**src/rtl/mseq_pkg.sv**
```systemverilog
// Shared constants and helpers for the M-sequence generator/checker pair.
// The register width is derived from the polynomial MSB index via log2().
package mseq_pkg;

    localparam logic [31:0] C_DEF_POLY = 32'h0001_6801;

    localparam logic [0:0] S_HUNT   = 1'b0;
    localparam logic [0:0] S_LOCKED = 1'b1;

    function automatic int log2(input logic [31:0] i_v);
        int r;
        r = 0;
        for (int i = 0; i < 32; i++)
            if (i_v[i])
                r = i;
        return r;
    endfunction

endpackage

```
**src/rtl/mseq_lock_mon.sv**
```systemverilog
// Lock monitor: fill/run/window counters and the HUNT/LOCKED machine.
// Lock is declared after C_LOCK_CNT qualified matches; lost on C_UNLOCK_ERR errors per window.
module mseq_lock_mon
    import mseq_pkg::*;
#(
    parameter int C_W          = 16,
    parameter int C_LOCK_CNT   = 32,
    parameter int C_WIN        = 64,
    parameter int C_UNLOCK_ERR = 8
) (
    input  logic CK_i,
    input  logic ARST_i,
    input  logic i_valid,
    input  logic i_qual,
    input  logic i_match,
    output logic o_lock,
    output logic o_err
);

    localparam int FW = $clog2(C_W + 1);
    localparam int RW = $clog2(C_LOCK_CNT + 1);
    localparam int NW = (C_WIN > 1) ? $clog2(C_WIN) : 1;
    localparam int EW = $clog2(C_UNLOCK_ERR + 1);

    logic [0:0]    r_state;
    logic [FW-1:0] r_fill;
    logic [RW-1:0] r_run;
    logic [NW-1:0] r_win;
    logic [EW-1:0] r_werr;
    logic          r_err;

    logic          w_full;
    logic          w_wrap;
    logic [RW-1:0] w_run_nxt;
    logic [EW-1:0] w_werr_base;
    logic [EW-1:0] w_werr_nxt;

    assign w_full      = (r_fill == FW'(C_W));
    assign w_wrap      = (r_win == NW'(C_WIN - 1));
    assign w_run_nxt   = (w_full && i_qual && i_match) ? r_run + RW'(1) : '0;
    // A mismatch on the wrap bit belongs to the new window
    assign w_werr_base = w_wrap ? '0 : r_werr;
    assign w_werr_nxt  = w_werr_base + EW'(!i_match);

    always_ff @(posedge CK_i or posedge ARST_i) begin
        if (ARST_i) begin
            r_state <= S_HUNT;
            r_fill  <= '0;
            r_run   <= '0;
            r_win   <= '0;
            r_werr  <= '0;
            r_err   <= 1'b0;
        end else begin
            r_err <= i_valid && (r_state == S_LOCKED) && !i_match;
            if (i_valid) begin
                if (r_state == S_HUNT) begin
                    if (!w_full)
                        r_fill <= r_fill + FW'(1);
                    if (w_run_nxt == RW'(C_LOCK_CNT)) begin
                        r_state <= S_LOCKED;
                        r_run   <= '0;
                        r_win   <= '0;
                        r_werr  <= '0;
                    end else begin
                        r_run <= w_run_nxt;
                    end
                end else begin
                    r_win <= w_wrap ? '0 : r_win + NW'(1);
                    if (w_werr_nxt == EW'(C_UNLOCK_ERR)) begin
                        r_state <= S_HUNT;
                        r_fill  <= '0;
                        r_run   <= '0;
                        r_werr  <= '0;
                    end else begin
                        r_werr <= w_werr_nxt;
                    end
                end
            end
        end
    end

    assign o_lock = (r_state == S_LOCKED);
    assign o_err  = r_err;

endmodule

```
**config.mk**
```make
export PLATFORM = sky130hd
export DESIGN_NAME = mseq_lock_mon
export DESIGN_NICKNAME = d
export VERILOG_FILES = /design/src/rtl/mseq_pkg.sv /design/src/rtl/mseq_lock_mon.sv
export SDC_FILE = /design/constraint.sdc
export NUM_CORES = 1
export LEC_CHECK = 0
export CAP_MARGIN = 20
export CORE_UTILIZATION = 55
export CTS_BUF_LIST = sky130_fd_sc_hd__clkbuf_4 sky130_fd_sc_hd__clkbuf_8
export DETAILED_ROUTE_END_ITERATION = 16
export PLACE_DENSITY_LB_ADDON = 0.25
export SYNTH_ARGS = -nofsm -noshare
export SYNTH_HDL_FRONTEND = slang
export SYNTH_SLANG_ARGS = --single-unit
```
**constraint.sdc**
```tcl
create_clock -name CK_i -period 2.6 [get_ports CK_i]
set_clock_uncertainty 0.15 [all_clocks]
set_input_delay 0.78 -clock CK_i [delete_from_list [all_inputs] [get_ports CK_i]]
set_output_delay 0.78 -clock CK_i [all_outputs]
set_load 0.05 [all_outputs]
```
Word level (Yosys, flattened, before mapping)
Index checks and enable logic that the tools add are counted.
- add/subtract/negate cells: 4
- equality and inequality tests: 6
- muxes and demuxes: 17
- reduce and logical (&&, ||, !) cells: 9
- operators by type and width (kind ; count):
    $mux 6 ; 7
    $mux 4 ; 4
    $mux 5 ; 3
    $add 6x1->6 const B ; 2
    $eq 6x6->1 const B ; 2
    $add 5x1->5 const B ; 1
    $eq 5x5->1 const B ; 1
    $add 4x1->4 ; 1
    $eq 4x4->1 const B ; 1
    $logic_and 1x1->1 ; 4
    $reduce_and 2->1 ; 2
    $mux 1 ; 3
    $reduce_and 3->1 ; 1
    $ne 2x1->1 const B ; 1
    $ne 2x2->1 const B ; 1
    $reduce_bool 2->1 ; 1
    $logic_not 1->1 ; 1
- flip-flop bits (word level): 23
- input bits: 5
- output and inout bits: 2
- logic and storage cells: 42

Logic depth before layout (Yosys ltp)
Gate-level depths: netlist of the first run.
- word-level depth: 7
- mapped depth: 10
- mapped depth without buffers: 10

Worst setup path after synthesis of the first run
OpenSTA, ideal clock, no wires.
- path type: reg2reg
- from: register r_win[0]
- to: register r_run[5]
- library setup time: 0.145 ns
- data arrival time: 2.192 ns
- data required time: 2.305 ns
- path slack: 0.113 ns
- cell stages (with the launch flop): 11
- buffers on the path: 0
- period minus slack after synthesis: 2.487 ns
- path through: dfrtp_1 > ha_1 > nand3_1 > nor2_4 > nor2_1 > ha_1 > ha_1 > xnor2_1 > nand3_1 > o31ai_2 > o221ai_1
- cells in the longest elaborated chain, start to end: 6
- RTL lines (item ; RTL line ; RTL):
    start, declared ; mseq_lock_mon.sv:28 ; logic [NW-1:0] r_win;
    start signal, assigned ; mseq_lock_mon.sv:68 ; r_win <= w_wrap ? '0 : r_win + NW'(1);
    $eq 6x6->1 ; mseq_lock_mon.sv:39 ; assign w_wrap = (r_win == NW'(C_WIN - 1));
    $mux 4 ; mseq_lock_mon.sv:42 ; assign w_werr_base = w_wrap ? '0 : r_werr;
    $add 4x1->4 ; mseq_lock_mon.sv:43 ; assign w_werr_nxt = w_werr_base + EW'(!i_match);
    $eq 4x4->1 ; mseq_lock_mon.sv:69 ; if (w_werr_nxt == EW'(C_UNLOCK_ERR)) begin
    $ne 2x1->1 (no source line) ; n/a ;
    $reduce_and 2->1 (no source line) ; n/a ;
    end signal, assigned ; mseq_lock_mon.sv:65 ; r_run <= w_run_nxt;
    end, declared ; mseq_lock_mon.sv:27 ; logic [RW-1:0] r_run;
No other way between the ends.
A chain may end at the register's enable or synchronous reset.

Worst setup path after layout of the first run
- from: input i_match
- to: register r_fill[2]
- cells in the longest elaborated chain, start to end: 5
- RTL lines (item ; RTL line ; RTL):
    start, declared ; mseq_lock_mon.sv:15 ; input logic i_match,
    $logic_not 1->1 ; mseq_lock_mon.sv:43 ;
    $add 4x1->4 ; mseq_lock_mon.sv:43 ;
    $eq 4x4->1 ; mseq_lock_mon.sv:69 ;
    $ne 2x1->1 (no source line) ; n/a ;
    $reduce_and 3->1 (no source line) ; n/a ;
    end signal, assigned ; mseq_lock_mon.sv:58 ; r_fill <= r_fill + FW'(1);
    end, declared ; mseq_lock_mon.sv:26 ; logic [FW-1:0] r_fill;
No other way between the ends.

==> metrics.txt, run 1 <==
# TYPE chip_impl_metric gauge
chip_impl_info{name="run_status",value="complete, no violations"} 1
chip_impl_metric{name="crit_fanout",unit=""} 3
chip_impl_metric{name="use_met1",unit=""} 0.291
chip_impl_metric{name="min_period_over_period",unit=""} 0.970
chip_impl_info{name="critical_path.cell_chain",value="clkdlybuf4s50_1, inv_1, ha_1, ha_1, nor2_2, nand2_1, nor4_2, buf_4, a21oi_1"} 1
chip_impl_metric{name="setup-violations-final",unit=""} 0
chip_impl_metric{name="design.final.nets",unit=""} 194
chip_impl_info{name="path_class",value="in2reg"} 1
chip_impl_info{name="cp-end-kind",value="flip-flop"} 1
chip_impl_metric{name="antenna_left",unit=""} 0
chip_impl_metric{name="global_route.usage.total",unit=""} 0.246
chip_impl_metric{name="dieHeight",unit="um"} 54.2
chip_impl_metric{name="power.density",unit="mW/mm2"} 635
chip_impl_metric{name="total_detailed_routing_wirelength",unit="um"} 3270
chip_impl_metric{name="cap_viol_max_count",unit=""} 0
chip_impl_metric{name="die_x",unit="um"} 54.2
chip_impl_metric{name="worst_r2r_path_depth",unit=""} 11
chip_impl_metric{name="tritoncts.num_buffers",unit=""} 3
chip_impl_metric{name="boundaryPins",unit=""} 7
chip_impl_metric{name="synthesis.nets",unit=""} 166
chip_impl_metric{name="initialDrtViolationCount",unit=""} 27
chip_impl_info{name="clock-root-buffer",value="sky130_fd_sc_hd__clkbuf_4"} 1
chip_impl_metric{name="synth.avg_cell_area",unit="um2"} 9.67
chip_impl_metric{name="ff2ff_setup_slack",unit="ps"} 120
chip_impl_metric{name="drt_pass1_iterations",unit=""} 4
chip_impl_metric{name="core_area",unit="mm2"} 0.00252
chip_impl_info{name="hold_path.class",value="reg2reg"} 1
chip_impl_metric{name="peakVddDrop",unit="mV"} 0.413
chip_impl_metric{name="setup_ws",unit="ps"} 78.6
chip_impl_metric{name="clkSinkCount",unit=""} 23
chip_impl_metric{name="whs_path_depth",unit=""} 1
chip_impl_metric{name="number_of_flip_flops_and_latches_in_the_synthesized_netlist",unit=""} 23
chip_impl_info{name="synthMostInstantiatedCell",value="sky130_fd_sc_hd__dfrtp_1"} 1
chip_impl_metric{name="total_number_of_cells_along_the_worst_setup_path",unit=""} 9
chip_impl_metric{name="synthDominantCellAreaShare",unit=""} 0.384
chip_impl_info{name="setup.worst_path.start_class",value="primary input"} 1
chip_impl_info{name="critical_path.reg2reg.startpoint",value="r_win[0]$_DFFE_PP0P_"} 1
chip_impl_metric{name="detail_route.wl_per_cell",unit="um"} 15.4
chip_impl_metric{name="gpl_congestion",unit=""} 0.913
chip_impl_metric{name="holdBufCountCts",unit=""} 0
chip_impl_metric{name="synth_enable_flop_cells",unit=""} 0
chip_impl_metric{name="placedInstanceArea",unit="mm2"} 0.00172
chip_impl_metric{name="syn_area",unit="mm2"} 0.00150
chip_impl_info{name="timing.critical_path.slowest_stage_cell",value="sky130_fd_sc_hd__clkdlybuf4s50_1"} 1
chip_impl_metric{name="worstMarginPinSlew",unit="ps"} 497
chip_impl_metric{name="post_synth_num_cell_types",unit=""} 52
chip_impl_metric{name="min_period",unit="ps"} 2520
chip_impl_metric{name="vias",unit=""} 1284
chip_impl_info{name="busiest_grt_layer",value="met2"} 1
chip_impl_metric{name="required",unit="ps"} 2680
chip_impl_info{name="yosys_most_used_dff",value="sky130_fd_sc_hd__dfrtp_1"} 1
chip_impl_metric{name="report.final.hold_viol_count",unit=""} 0
chip_impl_metric{name="max_freq",unit="GHz"} 0.397
chip_impl_metric{name="via_count_of_the_first_global_routing_pass",unit=""} 1206
chip_impl_metric{name="cp_buf_inv_count",unit=""} 3
chip_impl_metric{name="groute.layer.met3.usage",unit=""} 0.0254
chip_impl_info{name="cts_tree",value="yes"} 1
chip_impl_metric{name="synth.yosys.warnings",unit=""} 0
chip_impl_metric{name="grt_antenna_before_repair",unit=""} 0
chip_impl_metric{name="insertion_delay",unit="ps"} 320
chip_impl_metric{name="syn_to_layout_area_delta",unit="%"} 17.5
chip_impl_metric{name="max_stage_delay",unit="ps"} 480
chip_impl_metric{name="grt_remaining_overflow",unit=""} 0
chip_impl_metric{name="slew_viol_final",unit=""} 0
chip_impl_metric{name="power.leakage",unit="nW"} 0.754
chip_impl_metric{name="floorplan.rows",unit=""} 18
chip_impl_info{name="cp-startpoint",value="i_match"} 1
chip_impl_info{name="cell_family_with_most_cp_delay",value="buffers and inverters"} 1
chip_impl_metric{name="asyncSetResetFlopFracSynth",unit=""} 1.00
chip_impl_metric{name="dp.final_hpwl",unit="um"} 2420
chip_impl_metric{name="die_area",unit="mm2"} 0.00294
chip_impl_metric{name="clk_transition_reported_paths",unit="ps"} 140
chip_impl_metric{name="route.detailed.vias_per_inst",unit=""} 6.06
chip_impl_metric{name="diodes",unit=""} 0
chip_impl_metric{name="globalRouteMet2Util",unit=""} 0.455
chip_impl_info{name="ys_top_cells_by_count",value="sky130_fd_sc_hd__dfrtp_1, sky130_fd_sc_hd__nand2_1, sky130_fd_sc_hd__inv_1"} 1
chip_impl_metric{name="cts-htree-levels",unit=""} 1
chip_impl_metric{name="final_layout_size_suffix_gt1_frac",unit=""} 0.220
chip_impl_info{name="reg2reg_to",value="r_fill[2]$_DFFE_PP0P_"} 1
chip_impl_info{name="synthTopCellsByArea",value="sky130_fd_sc_hd__dfrtp_1, sky130_fd_sc_hd__ha_1, sky130_fd_sc_hd__nand2_1, sky130_fd_sc_hd__inv_1, sky130_fd_sc_hd__nor2_1"} 1
chip_impl_metric{name="finalInstanceArea",unit="mm2"} 0.00176
chip_impl_metric{name="totalPowerFinal",unit="mW"} 1.12
chip_impl_info{name="worst_setup_path_endpoint",value="r_fill[2]$_DFFE_PP0P_"} 1
chip_impl_metric{name="place.port_buffers",unit=""} 6
chip_impl_metric{name="starting_density_of_the_core",unit=""} 0.594
chip_impl_metric{name="totalNegativeSetupSlack",unit="ps"} 0
chip_impl_metric{name="clk_path_buf_depth",unit=""} 2
chip_impl_metric{name="synth_seq_area_share",unit=""} 0.384
chip_impl_metric{name="timing.max_slew.rel_slack",unit=""} 0.668
chip_impl_metric{name="placement.setup.worst_slack",unit="ps"} -224
chip_impl_metric{name="syn_inst",unit=""} 155
chip_impl_metric{name="grt_start_max_net_pins",unit=""} 24
chip_impl_metric{name="drc",unit=""} 0
chip_impl_info{name="path_common_cell",value="sky130_fd_sc_hd__ha_1"} 1
chip_impl_info{name="yosys.area.top_type",value="sky130_fd_sc_hd__dfrtp_1"} 1
chip_impl_metric{name="wire_length_of_the_first_global_routing_pass",unit="um"} 5170
chip_impl_metric{name="arrival",unit="ps"} 2600
cell type report:
cell class	instances	area, um2
Clock buffer	3	22.5
Sequential cell	23	576
Clock inverter	1	5.00
Fill cell	202	761
Multi-Input combinational cell	118	881
Tap cell	30	37.5
Timing Repair Buffer	23	188
Inverter	14	52.6
worst register-to-register path: cells and delay by family (launching register included):
kind	cells	cell delay, ps
compound gates	1	40
flops	1	410
simple gates	6	920
fa+ha+maj	3	690
buf+inv	1	170
cells in the final DEF (no fill, tap or decap), drive strengths merged, types with 2 or more instances in the layout:
| master | count |
|---|---|
| xor2 | 4 |
| a31oi | 2 |
| or3 | 3 |
| clkbuf | 3 |
| o21ba | 2 |
| mux2i | 2 |
| nand2 | 21 |
| inv | 14 |
| nor2 | 11 |
| o31ai | 5 |
| dfrtp | 23 |
| a21oi | 4 |
| nand4 | 4 |
| nor4 | 2 |
| xnor2 | 4 |
| nor3 | 5 |
| o21ai | 10 |
| a221oi | 2 |
| buf | 17 |
| o221ai | 3 |
| nand3 | 6 |
| clkdlybuf4s50 | 6 |
| ha | 6 |
power breakdown:
group	switching (mW)	internal, mW	leakage, nW	total, mW
combinational	0.230	0.213	0.460	0.443
sequential	0.0726	0.428	0.277	0.501
clock	0.118	0.0576	0.0177	0.175
total	0.421	0.698	0.754	1.12
per-stage QoR:
step	util	hold slack (ps)	std cells
2_1_floorplan	-	347	155
3_3_place_gp	0.681	374	207
3_5_place_dp	0.681	379	207
4_1_cts	0.691	398	211
5_1_grt	0.698	429	212
6_report	0.698	396	212
kinds of logic after synthesis:
kind of cell    share of synthesized area
compound gates                      0.225
xor+xnor                           0.0568
fa+ha+maj                          0.0501
buf+inv                            0.0351
flops                               0.384
mux                                0.0134
simple gates                        0.236
how the worst min path moves through the flow:
stage / startpoint / to / slack (ps)
after floorplan: r_fill[0]$_DFFE_PP0P_ / r_fill[0]$_DFFE_PP0P_ / 350
final: r_fill[0]$_DFFE_PP0P_ / r_fill[0]$_DFFE_PP0P_ / 400
after global placement: r_fill[0]$_DFFE_PP0P_ / r_fill[0]$_DFFE_PP0P_ / 370
after CTS: r_fill[0]$_DFFE_PP0P_ / r_fill[0]$_DFFE_PP0P_ / 400
after global routing: r_fill[0]$_DFFE_PP0P_ / r_fill[0]$_DFFE_PP0P_ / 430
after detailed placement: r_fill[0]$_DFFE_PP0P_ / r_fill[0]$_DFFE_PP0P_ / 380
metal layers:
metal | vias to the layer above | routed length, um
met3 | 6 | 83
met2 | 21 | 1750
met4 | 0 | 43
met5 | - | 0
li1 | 628 | -
met1 | 629 | 1390
state kept, by name (all words and copies together) (netlist names):
signal	count
r_win	6
r_werr	4
o_lock	1
r_run	6
o_err	1
r_fill	5
timing repair:
action | in CTS | in global routing
setup endpoints to repair | 0 | 11
buffers inserted | 0 | 1
endpoints found under the hold margin | 0 | 0
gates resized for setup | 0 | 2
(Power assumes the default switching activity.)
==> inputs of run 2 (changes only) <==
--- a/config.mk
+++ b/config.mk
@@ -6,7 +6,7 @@
 export NUM_CORES = 1
 export LEC_CHECK = 0
 export CAP_MARGIN = 20
-export CORE_UTILIZATION = 55
+export CORE_UTILIZATION = 45
 export CTS_BUF_LIST = sky130_fd_sc_hd__clkbuf_4 sky130_fd_sc_hd__clkbuf_8
 export DETAILED_ROUTE_END_ITERATION = 16
 export PLACE_DENSITY_LB_ADDON = 0.25
==> run 2 against run 1 <==
  * Cell area rose by 1.4%
  * Clock power about the same
  * First-iteration DRC count rose to 2.8 times the previous value
  * Combinational power down 1%
  * Final cell count is 6.6% higher
  * Critical path type unchanged
  * Count of clock-buffer cells in the layout up 1
  * Critical endpoint is now r_run[5]$_DFFE_PP0P_
==> metrics.txt, run 2 (synthesis results as in run 1) <==
# TYPE chip_impl_metric gauge
chip_impl_info{name="run_status",value="complete, no violations"} 1
chip_impl_metric{name="cts-htree-levels",unit=""} 1
chip_impl_metric{name="antenna_left",unit=""} 0
chip_impl_metric{name="power.leakage",unit="nW"} 0.756
chip_impl_info{name="most_frequent_cells_in_the_layout",value="sky130_fd_sc_hd__dfrtp_1, sky130_fd_sc_hd__nand2_1, sky130_fd_sc_hd__buf_4"} 1
chip_impl_info{name="reg_top3",value="r_run: 6 flops, r_win: 6 flops, r_fill: 5 flops"} 1
chip_impl_metric{name="postLayoutCoreUtil",unit=""} 0.576
chip_impl_metric{name="min_period",unit="ps"} 2490
chip_impl_info{name="critical_path.cell_chain",value="clkdlybuf4s50_1, inv_1, ha_1, ha_2, nor2_2, nand3_1, o31ai_2, buf_4, o221ai_1"} 1
chip_impl_metric{name="setup-violations-final",unit=""} 0
chip_impl_metric{name="peakVddDrop",unit="mV"} 0.287
chip_impl_metric{name="diodes",unit=""} 0
chip_impl_metric{name="arrival",unit="ps"} 2520
chip_impl_metric{name="dieHeight",unit="um"} 59.7
chip_impl_info{name="path_class",value="in2reg"} 1
chip_impl_metric{name="syn_to_layout_area_delta",unit="%"} 19.2
chip_impl_metric{name="dp.final_hpwl",unit="um"} 2410
chip_impl_metric{name="design.final.nets",unit=""} 194
chip_impl_info{name="cp-end-kind",value="flip-flop"} 1
chip_impl_metric{name="initialDrtViolationCount",unit=""} 75
chip_impl_metric{name="max_freq",unit="GHz"} 0.402
chip_impl_metric{name="core_area",unit="mm2"} 0.00310
chip_impl_metric{name="final.fill_count",unit=""} 300
chip_impl_metric{name="drt_pass1_iterations",unit=""} 4
chip_impl_metric{name="totalPowerFinal",unit="mW"} 1.12
chip_impl_metric{name="clk_path_buf_depth",unit=""} 2
chip_impl_metric{name="timing.max_slew.rel_slack",unit=""} 0.675
chip_impl_metric{name="tritoncts.num_buffers",unit=""} 3
chip_impl_metric{name="floorplan.rows",unit=""} 20
chip_impl_metric{name="vias",unit=""} 1275
chip_impl_metric{name="detail_route.wl_per_cell",unit="um"} 14.3
chip_impl_info{name="hold_path.class",value="reg2reg"} 1
chip_impl_metric{name="cap_viol_max_count",unit=""} 0
chip_impl_metric{name="final_layout_size_suffix_gt1_frac",unit=""} 0.236
chip_impl_metric{name="route.detailed.vias_per_inst",unit=""} 5.64
chip_impl_metric{name="crit_fanout",unit=""} 8
chip_impl_info{name="timing.critical_path.slowest_stage_cell",value="sky130_fd_sc_hd__clkdlybuf4s50_1"} 1
chip_impl_metric{name="min_period_over_period",unit=""} 0.958
chip_impl_info{name="final_common_cell",value="sky130_fd_sc_hd__dfrtp_1"} 1
chip_impl_info{name="cts_tree",value="yes"} 1
chip_impl_metric{name="post-place-cells",unit=""} 219
chip_impl_metric{name="die_x",unit="um"} 59.7
chip_impl_metric{name="required",unit="ps"} 2630
chip_impl_metric{name="setup_ws",unit="ps"} 110
chip_impl_info{name="setup.worst_path.start_class",value="primary input"} 1
chip_impl_metric{name="power.density",unit="mW/mm2"} 627
chip_impl_metric{name="gpl_congestion",unit=""} 0.883
chip_impl_metric{name="total_detailed_routing_wirelength",unit="um"} 3240
chip_impl_metric{name="clkSinkCount",unit=""} 23
chip_impl_metric{name="totalNegativeSetupSlack",unit="ps"} 0
chip_impl_metric{name="placement.setup.worst_slack",unit="ps"} -274
chip_impl_metric{name="via_count_of_the_first_global_routing_pass",unit=""} 1245
chip_impl_metric{name="clk_transition_reported_paths",unit="ps"} 120
chip_impl_metric{name="boundaryPins",unit=""} 7
chip_impl_metric{name="worstMarginPinSlew",unit="ps"} 486
chip_impl_metric{name="die_area",unit="mm2"} 0.00357
chip_impl_metric{name="worst_hold_slack",unit="ps"} 397
chip_impl_metric{name="grt_antenna_before_repair",unit=""} 0
chip_impl_metric{name="finish.cell_count_without_fillers",unit=""} 226
chip_impl_metric{name="holdBufCountCts",unit=""} 0
chip_impl_metric{name="finalInstanceArea",unit="mm2"} 0.00179
chip_impl_metric{name="max_stage_delay",unit="ps"} 500
chip_impl_metric{name="slew_viol_final",unit=""} 0
chip_impl_info{name="clock-root-buffer",value="sky130_fd_sc_hd__clkbuf_4"} 1
chip_impl_metric{name="drc",unit=""} 0
chip_impl_metric{name="insertion_delay",unit="ps"} 310
chip_impl_metric{name="grt_start_max_net_pins",unit=""} 24
chip_impl_metric{name="wire_length_of_the_first_global_routing_pass",unit="um"} 5550
chip_impl_metric{name="global_route.usage.total",unit=""} 0.207
chip_impl_metric{name="grt_remaining_overflow",unit=""} 0
chip_impl_metric{name="place.port_buffers",unit=""} 6
chip_impl_metric{name="placedInstanceArea",unit="mm2"} 0.00172
chip_impl_metric{name="report.final.hold_viol_count",unit=""} 0
chip_impl_metric{name="starting_density_of_the_core",unit=""} 0.483
[run 2: layout make-up]
cell class / instances / area (um2) / area share
Timing Repair Buffer: 23 / 185 / 0.104
Tap cell: 44 / 55.1 / 0.0308
Sequential cell: 23 / 576 / 0.322
Multi-Input combinational cell: 118 / 888 / 0.497
Clock buffer: 4 / 30.0 / 0.0168
Inverter: 14 / 52.6 / 0.0294
[run 2: path summary, 6_finish.rpt]
| path | slack [ps] | cells past startpoint | end | start |
|---|---|---|---|---|
| setup / recovery | 110 | 9 | r_run[5]$_DFFE_PP0P_ | i_match |
| hold / removal | 400 | 2 | r_werr[0]$_DFFE_PP0P_ | r_werr[0]$_DFFE_PP0P_ |
| setup reg to reg | 200 | 11 | r_run[5]$_DFFE_PP0P_ | r_win[0]$_DFFE_PP0P_ |
| hold reg to reg | 400 | 2 | r_werr[0]$_DFFE_PP0P_ | r_werr[0]$_DFFE_PP0P_ |
| max in group asynchronous | 1420 | 3 | r_werr[0]$_DFFE_PP0P_ | ARST_i |
| min in group asynchronous | 650 | 3 | r_fill[4]$_DFFE_PP0P_ | ARST_i |
[run 2: routing by layer]
metal  up-vias  share of wire  GRT usage
met1       629           0.48      0.269
met5         -              0          0
met2        14           0.50      0.356
li1        630              -          -
met4         0         0.0059     0.0698
met3         2          0.022     0.0260
[run 2: critical path: cells and delay by family]
kind | cells | cell delay, ps
AO/OA/AOI/OAI | 2 | 300
adder cells (fa/ha/maj) | 2 | 480
buffers and inverters | 3 | 740
AND/OR/NAND/NOR | 2 | 210
[run 2: timing repair]
item / CTS / global route
endpoints found under the hold margin: 0 / 0
gates resized for setup: 0 / 4
buffers inserted: 0 / 3
endpoints found under the setup margin: 0 / 13
[run 2: power breakdown]
| part | total (mW) | internal, mW | switching (mW) |
|---|---|---|---|
| sequential | 0.509 | 0.428 | 0.0808 |
| clock | 0.175 | 0.0702 | 0.105 |
| combinational | 0.437 | 0.215 | 0.222 |
| total | 1.12 | 0.713 | 0.407 |
==> inputs of run 3 (changes only) <==
--- a/config.mk
+++ b/config.mk
@@ -9,6 +9,7 @@
 export CORE_UTILIZATION = 45
 export CTS_BUF_LIST = sky130_fd_sc_hd__clkbuf_4 sky130_fd_sc_hd__clkbuf_8
 export DETAILED_ROUTE_END_ITERATION = 16
+export HOLD_SLACK_MARGIN = 0.15
 export PLACE_DENSITY_LB_ADDON = 0.25
 export SYNTH_ARGS = -nofsm -noshare
 export SYNTH_HDL_FRONTEND = slang
==> results of run 3 <==
Same layout as run 2: the final DEF is identical, and so are final timing and power.
==> patch: new RTL, settings of run 1 <==
The parameter `C_WIN` goes from 64 to 128.
--- a/src/rtl/mseq_lock_mon.sv
+++ b/src/rtl/mseq_lock_mon.sv
@@ -5,7 +5,7 @@
 #(
     parameter int C_W          = 16,
     parameter int C_LOCK_CNT   = 32,
-    parameter int C_WIN        = 64,
+    parameter int C_WIN        = 128,
     parameter int C_UNLOCK_ERR = 8
 ) (
     input  logic CK_i,
Function: same outputs for any inputs over 10 cycles, from zero or initial values and one cycle with ARST_i high; that may be too few to reach the edited logic, so the function may still have changed.
==> patch against run 1 <==
- first-iteration DRC count increased to 3.1 times the old value
- cell area increased by 8.9%
- global-route usage increased by 1.2 points
- worst setup slack improved by 37 ps
- die area increased by 8.2%
- sequential cell count increased by 1
- synthesized area increased by 8.5%
- sequential share of layout area decreased by 1.4 points
- wire length increased by 18%
Power is not compared: it rests on default switching activity, and its combinational part moved more than twofold at a synthesized area within 25%.
==> patch: results <==
group,metric,value,unit
detailed_routing,wl,3870,µm
setup_path,crit_arrival,2560,ps
timing,setup_viol,0,
hold_path,hold_end,"r_run[5]$_DFFE_PP0P_",
cells_and_area,diodes,0,
global_routing,grt_pass1_vias,1415,
clock_network,ctsRootBufferMaster,"clkbuf_4",
timing,slew-limit-headroom,66.3,%
power,combPwrFrac,17.5,%
setup_path,regToRegSetupSlack,120,ps
synth,synth_adder_area_share,4.62,%
synth,yosys-top-cells-area,"dfrtp_1, ha_1, nand2_1, nand3_1, o21ai_0",
global_routing,antenna_found_initial,0,
clock_network,clkSlewWorstSetupHoldPaths,140,ps
setup_path,cp_max_fo,6,
setup_path,cpMaxStageDelayCell,"clkdlybuf4s50_1",
synth,synth_warnings,0,
setup_path,crit_family,"buffers and inverters",
detailed_routing,drt_iter0_drc,83,
synth,ys_types,51,
cells_and_area,seqCellArea,601,µm²
synth,synth_xor_area_share,3.23,%
cells_and_area,multi_input_area,961,µm²
setup_path,max_stage_delay,480,ps
cells_and_area,nets,217,
placed_design,preCtsSetupSlack,-493,ps
cells_and_area,n_clock_buffer,4,
detailed_routing,vias_per_cell,6.34,
synth,synth-compound-area-share,21.1,%
global_routing,grt_pass1_wl,6430,µm
cells_and_area,drive_gt1_share,23.9,%
synth,synthMuxAreaShare,0.615,%
cells_and_area,fill_cells,210,
global_routing,grt_max_degree,25,
hold_path,whs_path_depth,1,
setup_path,crit_type,"in2reg",
synth,synth.top_cells.by_count,"dfrtp_1, nand2_1, nand3_1, o21ai_0, inv_1",
placed_design,gp_congestion,0.831,
cells_and_area,nFlopsAndLatches,24,
cells_and_area,buf_share,12.4,%
cells_and_area,biggestRegsByFlops,"r_win x7, r_run x6, r_fill x5",
synth,yosysSeqAreaShare,36.9,%
synth,syn_avg_cell_area,9.14,µm²
timing,worst_hold_slack,405,ps
power,p_seq_share,57.3,%
setup_path,ff2ff_path_depth,9,
placed_design,dpl.hpwl,2730,µm
hold_path,worstHoldStart,"r_run[5]$_DFFE_PP0P_",
synth,syn-num-nets,189,
timing,setup_ws,116,ps
cells_and_area,inv_count,12,
outcome,status,"finished, final reports clean",
power,p_leak,0.870,nW
placed_design,placed_cells,232,
setup_path,r2r_end,"r_run[4]$_DFFE_PP0P_",
detailed_routing,wl_per_cell,16.4,µm
cells_and_area,buffers,30,
cells_and_area,clkCellAreaFrac,1.89,%
cells_and_area,multi_input_gates,135,
global_routing,grt_util_all_layers,25.8,%
-- patch: changes by cell type in the layout (fill, tap and decap cells not counted), moves of 3 or more --
cell             run 1  this run
o31ai_1              4         1
o21ai_0              3        13
o221ai_1             1         4
o21ai_1              7         1
and3_1               0         4
buf_4               17        25
nor3_1               5         1
nand3_1              6        14
a21o_1               0         3
-- patch: what timing repair did --
action	in CTS	in global routing
endpoints found under the hold margin	0	0
resized for setup	3	6
pin swaps	0	2
endpoints found under the setup margin	11	11
-- patch: per-layer routing --
metal  vias up  global-route usage, %  wire length (µm)
met5         -                      0                 0
met4         0                   8.01                94
met3        13                   2.53               197
met2        57                   44.9              1900
met1       714                   33.9              1670
li1        712                      -                 -
-- patch: metrics by stage --
| stage | setup TNS (ps) | instance area [µm²] |
|---|---|---|
| after global placement | -3950 | 1840 |
| after global routing | 0 | 1920 |
| after CTS | 0 | 1900 |
| final | 0 | 1920 |
| after detailed placement | -5380 | 1840 |
| after floorplan | 0 | 1630 |
